### config.mk
export PLATFORM = sky130hd
export DESIGN_NAME = cfg_chain_loader
export DESIGN_NICKNAME = d
export VERILOG_FILES = /design/src/rtl/cfg_chain_loader.sv
export SDC_FILE = /design/constraint.sdc
export NUM_CORES = 1
export LEC_CHECK = 0
export BUFFER_PORTS_ARGS = -buffer_cell sky130_fd_sc_hd__buf_2
export CORE_MARGIN = 4
export CORE_UTILIZATION = 60
export CTS_CLUSTER_DIAMETER = 120
export DETAILED_ROUTE_END_ITERATION = 7
export GPL_ROUTABILITY_DRIVEN = 0
export GPL_TIMING_DRIVEN = 0
export PLACE_DENSITY = 0.9
export SLEW_MARGIN = 40
export SYNTH_ARGS = -nofsm -noshare
export SYNTH_HDL_FRONTEND = slang
export SYNTH_SLANG_ARGS = --single-unit
### constraint.sdc
create_clock -name clk -period 4.7 [get_ports clk]
set_input_delay 0.47 -clock clk [delete_from_list [all_inputs] [get_ports clk]]
set_output_delay 0.47 -clock clk [all_outputs]
set_load 0.05 [all_outputs]
### src/rtl/cfg_chain_loader.sv
// cfg_chain_loader: shifts a word-streamed image bit-serially into a config chain while capturing the previous image as readback
// Ports:
//   clk, reset_n                 : clock, synchronous active-low reset
//   start                        : request an image load (sampled in IDLE only)
//   cfg_data, cfg_valid, cfg_ready : image word stream, one word per handshake
//   configuration_input          : registered serial bit to the chain head
//   configuration_enable         : registered chain shift enable
//   configuration_output         : chain tail bit
//   rb_data, rb_valid            : previous-image readback word and its one-cycle strobe
//   busy, done                   : load in progress, one-cycle completion pulse
module cfg_chain_loader #(
    parameter int CHAIN_LEN = 40,
    parameter int WORD_W    = 16
) (
    input  logic              clk,
    input  logic              reset_n,
    input  logic              start,
    input  logic [WORD_W-1:0] cfg_data,
    input  logic              cfg_valid,
    output logic              cfg_ready,
    output logic              configuration_input,
    output logic              configuration_enable,
    input  logic              configuration_output,
    output logic [WORD_W-1:0] rb_data,
    output logic              rb_valid,
    output logic              busy,
    output logic              done
);
    localparam int NWORDS = (CHAIN_LEN + WORD_W - 1) / WORD_W;
    localparam int LAST_N = CHAIN_LEN - (NWORDS - 1) * WORD_W;
    localparam int BW     = (WORD_W > 1) ? $clog2(WORD_W) : 1;
    localparam int WW     = (NWORDS > 1) ? $clog2(NWORDS) : 1;
    typedef enum logic [1:0] {IDLE, FETCH, SHIFT, DONE} state_t;
    state_t            state;
    logic [WORD_W-1:0] shreg;
    logic [WORD_W-1:0] acc;
    logic [WORD_W-1:0] acc_n;
    logic [BW-1:0]     bidx;
    logic [WW-1:0]     wcnt;
    logic              last_word;
    logic              last_bit;
    // the final word may be short; bits past CHAIN_LEN are never shifted
    assign last_word = wcnt == WW'(NWORDS - 1);
    assign last_bit  = bidx == (last_word ? BW'(LAST_N - 1) : BW'(WORD_W - 1));
    // readback word including the tail bit sampled on this edge
    always_comb begin
        acc_n       = acc;
        acc_n[bidx] = configuration_output;
    end
    always_ff @(posedge clk) begin
        if (!reset_n) begin
            state                <= IDLE;
            cfg_ready            <= 1'b0;
            configuration_input  <= 1'b0;
            configuration_enable <= 1'b0;
            rb_data              <= '0;
            rb_valid             <= 1'b0;
            busy                 <= 1'b0;
            done                 <= 1'b0;
            shreg                <= '0;
            acc                  <= '0;
            bidx                 <= '0;
            wcnt                 <= '0;
        end else begin
            rb_valid <= 1'b0;
            done     <= 1'b0;
            case (state)
                IDLE: if (start) begin
                    state     <= FETCH;
                    cfg_ready <= 1'b1;
                    busy      <= 1'b1;
                    wcnt      <= '0;
                end
                FETCH: if (cfg_valid && cfg_ready) begin
                    state                <= SHIFT;
                    cfg_ready            <= 1'b0;
                    configuration_enable <= 1'b1;
                    configuration_input  <= cfg_data[0];
                    shreg                <= cfg_data >> 1;
                    bidx                 <= '0;
                    acc                  <= '0;
                end
                SHIFT: begin
                    acc   <= acc_n;
                    shreg <= shreg >> 1;
                    bidx  <= bidx + 1'b1;
                    if (last_bit) begin
                        // chain holds between words; the head bit keeps its last value
                        configuration_enable <= 1'b0;
                        rb_data              <= acc_n;
                        rb_valid             <= 1'b1;
                        wcnt                 <= wcnt + 1'b1;
                        state                <= last_word ? DONE : FETCH;
                        cfg_ready            <= !last_word;
                        done                 <= last_word;
                    end else begin
                        configuration_input <= shreg[0];
                    end
                end
                DONE: begin
                    state <= IDLE;
                    busy  <= 1'b0;
                end
                default: state <= IDLE;
            endcase
        end
    end
endmodule

==> results.py, run 1 <==
metrics = {
    "status": {
        "status": "finished, final reports clean",
    },
    "clock_tree": {
        "tritoncts": "built",
        "post-cts-setup-buffer-count": 0,
        "cts-buffers-inserted": 9,
        "ctsHoldBuffers": 0,
        "postCtsResizedCells": 0,
        "clk_pin_slew_ns": 0.07,
        "clockBufferDepth": 2,
        "htreeDepth": 3,
        "root_buffer": "clkbuf_8",
        "clk_latency_ns": 0.34,
        "cts_sinks": 61,
    },
    "synthesis": {
        "yosys.area.top_type_share_pct": 43.4,
        "synth_seq_cells": 61,
        "synth.distinct_cells": 35,
        "async_flop_share_pct": 0,
        "synth_top_family_by_area": "simple AND/OR/NAND/NOR gates",
        "synth_area_mm2": 0.00281,
        "yosysTopAreaCell": "dfxtp_1",
        "synth_flop_cell": "dfxtp_1",
        "ys_warn_count": 0,
        "synth_mux_area_share_pct": 6.76,
        "yosysSeqAreaShare_pct": 43.4,
        "synth_edf_count": 0,
        "synth_fa_ha_area_share_pct": 2.22,
        "synth.top_cells.by_count": "dfxtp_1, nand2_1, mux2i_1",
        "yosys.area_share.simple_pct": 20.8,
        "synth_fp_nets": 315,
        "synthTopCellsByArea": "dfxtp_1, mux2i_1, o211a_1",
        "synth-xor-area-share_pct": 0.578,
        "synthCells": 289,
        "yosysMostFrequentCell": "dfxtp_1",
        "synth-compound-area-share_pct": 20.5,
        "syn_area_per_cell_um2": 9.74,
    },
    "die": {
        "rows": 24,
        "ios": 43,
        "initial_core_util_pct": 63.3,
        "core_mm2": 0.00444,
        "die_h_um": 76.5,
        "fp.dieW_um": 76.5,
        "dieArea_mm2": 0.00585,
    },
    "global_routing": {
        "grt_pass1_wl_mm": 11.0,
        "grt_max_degree": 11,
        "grtUsageTotal_pct": 23.2,
        "antenna_found_initial": 0,
        "grt_pass1_vias": 2364,
        "overflow": 0,
    },
    "timing": {
        "setup_viol": 0,
        "hold_violations": 0,
        "finalMaxSlewViolations": 0,
        "clock_skew_ns": 0.00579,
        "setup_tns_ns": 0,
        "slew_headroom_pct": 66.9,
        "fin_crit_sh_pct": 41.8,
        "max_freq_mhz": 508,
        "tightest_slew_ns": 0.495,
        "rsz0062_at_grt": "false",
        "finalCriticalPeriod_ns": 1.97,
        "fin_ws_ns": 2.73,
    },
    "finish": {
        "nNetsFinal": 367,
        "area_delta_synth_final_pct": 17.1,
        "final_area_mm2": 0.00330,
        "layout-drive-gt1-share_pct": 22.0,
        "diodes": 0,
        "fill_cells": 327,
    },
    "pwr": {
        "p_per_area_mw_per_mm2": 340,
        "p_leak_uw": 0.00160,
        "vdd_ir_drop_max_v": 0.000247,
    },
    "detailed_routing": {
        "vias_per_cell": 5.78,
        "ant_nets": 0,
        "drc": 0,
        "dr.pass1.iters": 4,
        "vias": 2299,
        "first_iter_violations": 153,
        "wl_per_cell_um": 16.4,
        "drt_wl_total_mm": 6.51,
    },
    "worst_setup_path": {
        "worst_r2r_path_depth": 6,
        "crit_type": "flip-flop to flip-flop",
        "cp_max_fo": 10,
        "critPathLaunchType": "flip-flop",
        "worstSetupEndpointType": "flip-flop",
        "crit_arrival_ns": 2.20,
        "crit_required_ns": 4.94,
    },
    "placement": {
        "port_buffers": 41,
        "post_dp_cell_area_mm2": 0.00308,
        "dp_hpwl_mm": 4.37,
        "place_ws_ns": 2.82,
    },
    "worst_hold_path": {
        "hold_path_class": "primary input to flip-flop",
        "min_path_cells": 3,
    },
    "run": {
        "drv_cap": 0,
    },
}
-- worst max-delay path, stage by stage (launching register included) --
cell and delay [ns]:
dfxtp_1 0.44, ha_1 0.35, nand2_1 0.18, nor3_4 0.47, buf_6 0.21, nand2_1 0.07, o211a_1 0.14
-- state kept, by name, indices dropped and copies added, names as in the netlist --
register and flops:
busy 1, bidx 4, wcnt 2, configuration_enable 1, rb_valid 1, acc 16
cfg_ready 1, configuration_input 1, rb_data 16, state 2, shreg 15, done 1
-- through the flow --
stage	instances	util, %	total power, µW	hold WS (ns)
detailed placement	382	69.4	640	0.449
finish	398	74.2	1120	0.374
global route	398	74.2	1160	0.388
floorplan	289	-	611	0.435
CTS	398	74.2	1120	0.372
global placement	382	69.4	637	0.440
-- power by group --
part / switching, µW / total (µW) / internal, µW / leakage [µW]
registers: 9.42 / 538 / 528 / 0.000493
logic: 57.0 / 91.5 / 34.5 / 0.000996
clock network: 205 / 493 / 288 / 0.000106
total: 272 / 1120 / 850 / 0.00160
-- routing by layer --
layer	global-route usage (%)	routed length, µm
met5	0	0
met4	11.6	107
met3	3.78	305
met2	37.3	3130
met1	30.0	2970
-- area by class of cell --
class	instances	area, µm²	area share [%]
Inverter	3	11.3	0.342
Clock inverter	3	42.5	1.29
Buffer	24	151	4.59
Timing Repair Buffer	41	205	6.23
Sequential cell	61	1220	37.1
Clock buffer	13	169	5.13
Multi-Input combinational cell	201	1430	43.4
Tap cell	52	65.1	1.97
-- final timing paths --
path / slack (ns) / startpoint / end
hold reg to reg: 0.46 / shreg[6] / shreg[6]
hold / removal: 0.37 / cfg_data[15] / shreg[14]
setup reg to reg: 2.73 / bidx[0] / rb_data[8]
setup / recovery: 2.73 / bidx[0] / rb_data[8]
-- cells by family (layout without fill, tap and decap cells) --
| family | count (synthesis) | after routing |
|---|---|---|
| AOI/OAI and AO/OA | 68 | 68 |
| xor gates and xnor gates | 1 | 1 |
| adders and majority gates | 5 | 5 |
| buffers and inverters | 27 | 84 |
| DFF | 61 | 61 |
| muxes | 19 | 19 |
| and+or+nand+nor | 108 | 108 |
-- layout by cell type (no fill, tap or decap), types with 7 or more instances in the layout --
cell       netlist  routed
nand2_1         36      36
a21boi_1        12      12
buf_2            7      48
a22oi_1          8       8
mux2i_1         19      19
nor2_1          16      16
o211a_1         16      16
nand3b_1        10      10
o2bb2ai_1       16      16
o221ai_1         7       7
clkbuf_8         0      12
dfxtp_1         61      61
clkbuf_1         9      10
and2_1          18      18
nand3_1          7       7
Power figures use the tool's default switching activity.
==> run 2, diff against run 1 <==
--- a/config.mk
+++ b/config.mk
@@ -7,12 +7,12 @@
 export LEC_CHECK = 0
 export BUFFER_PORTS_ARGS = -buffer_cell sky130_fd_sc_hd__buf_2
 export CORE_MARGIN = 4
-export CORE_UTILIZATION = 60
+export CORE_UTILIZATION = 56
 export CTS_CLUSTER_DIAMETER = 120
 export DETAILED_ROUTE_END_ITERATION = 7
 export GPL_ROUTABILITY_DRIVEN = 0
 export GPL_TIMING_DRIVEN = 0
-export PLACE_DENSITY = 0.9
+export PLACE_DENSITY = 0.85
 export SLEW_MARGIN = 40
 export SYNTH_ARGS = -nofsm -noshare
 export SYNTH_HDL_FRONTEND = slang
==> constraint.sdc (replaced) <==
create_clock -name clk -period 1.9 [get_ports clk]
set_input_delay 0.19 -clock clk [delete_from_list [all_inputs] [get_ports clk]]
set_output_delay 0.19 -clock clk [all_outputs]
set_load 0.05 [all_outputs]
==> results.py, run 2 (synthesized netlist as in run 1, its figures left out) <==
metrics = {
    "global_routing": {
        "grt_pass1_vias": 2189,
        "grt_max_degree": 11,
        "grtUsageTotal_pct": 20.7,
        "antenna_found_initial": 0,
        "grt_pass1_wl_mm": 10.1,
        "overflow": 0,
    },
    "timing": {
        "tightest_slew_ns": 0.458,
        "setup_tns_ns": 0,
        "rsz0062_at_grt": "false",
        "max_freq_mhz": 558,
        "holdWs_ns": 0.0969,
        "finalCriticalPeriod_ns": 1.79,
        "clock_skew_ns": 0.00745,
        "fin_crit_sh_pct": 94.3,
        "slew_headroom_pct": 69.5,
        "setup_viol": 0,
        "hold_violations": 0,
        "finalMaxSlewViolations": 0,
    },
    "run": {
        "drv_cap": 0,
    },
    "clock_tree": {
        "postCtsResizedCells": 0,
        "clk_latency_ns": 0.34,
        "clockBufferDepth": 2,
        "ctsHoldBuffers": 0,
        "cts-buffers-inserted": 9,
        "clk_pin_slew_ns": 0.06,
        "tritoncts": "built",
        "cts_sinks": 61,
        "root_buffer": "clkbuf_8",
        "htreeDepth": 3,
    },
    "detailed_routing": {
        "first_iter_violations": 105,
        "wl_per_cell_um": 15.1,
        "dr.pass1.iters": 5,
        "drt_wl_total_mm": 6.22,
        "drc": 0,
        "vias_per_cell": 5.53,
        "vias": 2285,
        "ant_nets": 0,
    },
    "worst_setup_path": {
        "reg2reg_slack_ns": 0.11,
        "cpMaxStageDelayCell": "dfxtp_1",
        "r2r_start": "bidx[0]",
        "rr_endpoint": "rb_data[2]",
        "cp_common_cell": "nand2_1",
        "crit_required_ns": 2.12,
        "path_cells": "ha_1 > nand2_1 > nor3_4 > buf_12 > buf_6 > nand2_1 > o211a_1",
        "crit_type": "flip-flop to flip-flop",
        "worst_r2r_path_depth": 7,
        "critPathLaunchType": "flip-flop",
        "cp_max_fo": 10,
        "worstSetupEndpointType": "flip-flop",
        "cp_slowest_stage_delay_ns": 0.44,
        "crit_arrival_ns": 2.02,
    },
    "finish": {
        "diodes": 0,
        "nNetsFinal": 368,
        "layout.cells.non_filler": 413,
        "layout_common_cells": "dfxtp_1, buf_2, nand2_1",
        "final_area_mm2": 0.00330,
        "fill_cells": 368,
        "area_delta_synth_final_pct": 17.4,
        "layout-drive-gt1-share_pct": 22.0,
        "layout_commonest_cell": "dfxtp_1",
        "reg_top3": "acc (16), rb_data (16), shreg (15)",
    },
    "placement": {
        "post_dp_cell_area_mm2": 0.00310,
        "dp_hpwl_mm": 4.25,
        "port_buffers": 41,
        "dp.cells": 397,
    },
    "pwr": {
        "total_power_uw": 2630,
        "p_per_area_mw_per_mm2": 796,
        "p_leak_uw": 0.00159,
        "vdd_ir_drop_max_v": 0.000626,
        "combPwrFrac_pct": 8.7,
        "power_switching_uw": 645,
        "sw_frac_of_total_pct": 24.5,
        "intPower_uw": 1980,
        "clock_power_share_pct": 40.7,
        "seqPwrFrac_pct": 50.6,
    },
    "worst_hold_path": {
        "min_from": "cfg_data[15]",
        "whs_endpoint": "shreg[14]",
        "hold_path_class": "primary input to flip-flop",
        "min_path_cells": 3,
    },
    "die": {
        "die_h_um": 78.9,
        "initial_core_util_pct": 58.8,
        "dieArea_mm2": 0.00622,
        "rows": 25,
        "fp.dieW_um": 78.9,
        "core_mm2": 0.00479,
        "ios": 43,
    },
    "status": {
        "status": "finished, final reports clean",
    },
}
-- run 2: cell count changes in the layout (fill, tap and decap cells not counted) --
cell | previous run | this run
clkbuf_8 | 12 | 9
clkinv_2 | 1 | 3
buf_12 | 0 | 1
-- run 2: how the worst max path moves through the flow --
stage	start	to	slack, ns	cells past startpoint
3_3_place_gp	bidx[0]	rb_data[6]	0.09	6
4_1_cts	bidx[0]	rb_data[2]	0.01	6
2_1_floorplan	cfg_ready	acc[1]	0.28	6
6_report	bidx[0]	rb_data[2]	0.11	7
3_5_place_dp	bidx[0]	rb_data[8]	0.04	6
5_1_grt	bidx[0]	rb_data[8]	0.006	7
-- run 2: cell type report --
type	count	area (µm²)	share of cell area [%]
clock inverters	5	52.6	1.59
well taps	67	83.8	2.54
plain buffers	24	151	4.58
multi-input cells	201	1430	43.3
flip-flops and latches	61	1220	37.0
repair buffers	42	225	6.82
clock buffers	10	128	3.86
inverters	3	11.3	0.341
-- run 2: power groups by stage --
stage / clock network [µW] / registers [µW] / logic, µW
CTS: 1090 / 1330 / 226
finish: 1070 / 1330 / 228
global route: 1150 / 1330 / 246
global placement: 0 / 1360 / 219
detailed placement: 0 / 1360 / 224
floorplan: 0 / 1380 / 135
-- run 2: per-layer routing --
metal	up-vias	track usage [%]	wire, µm
li1	1136	-	-
met1	1080	27.4	2950
met2	57	32.5	2930
met3	12	5.78	265
met4	0	7.39	78
met5	-	0	0
-- run 2: stage by stage --
step                setup slack (ns)  utilization, %
global route                 0.00563            69.0
floorplan                      0.275               -
finish                         0.108            69.0
global placement              0.0909            64.8
detailed placement            0.0448            64.8
CTS                           0.0116            68.6
-- run 2: what timing repair did --
item	4_1_cts	5_1_grt
setup endpoints to repair	0	18
setup buffers	0	1
endpoints found under the hold margin	0	0
-- run 2: worst max-delay path: cells and delay by family (launching register included) --
| family | cells | cell delay, ns |
|---|---|---|
| and+or+nand+nor | 3 | 0.47 |
| DFF | 1 | 0.44 |
| AOI/OAI and AO/OA | 1 | 0.14 |
| buffers and inverters | 2 | 0.28 |
| adders and majority gates | 1 | 0.35 |
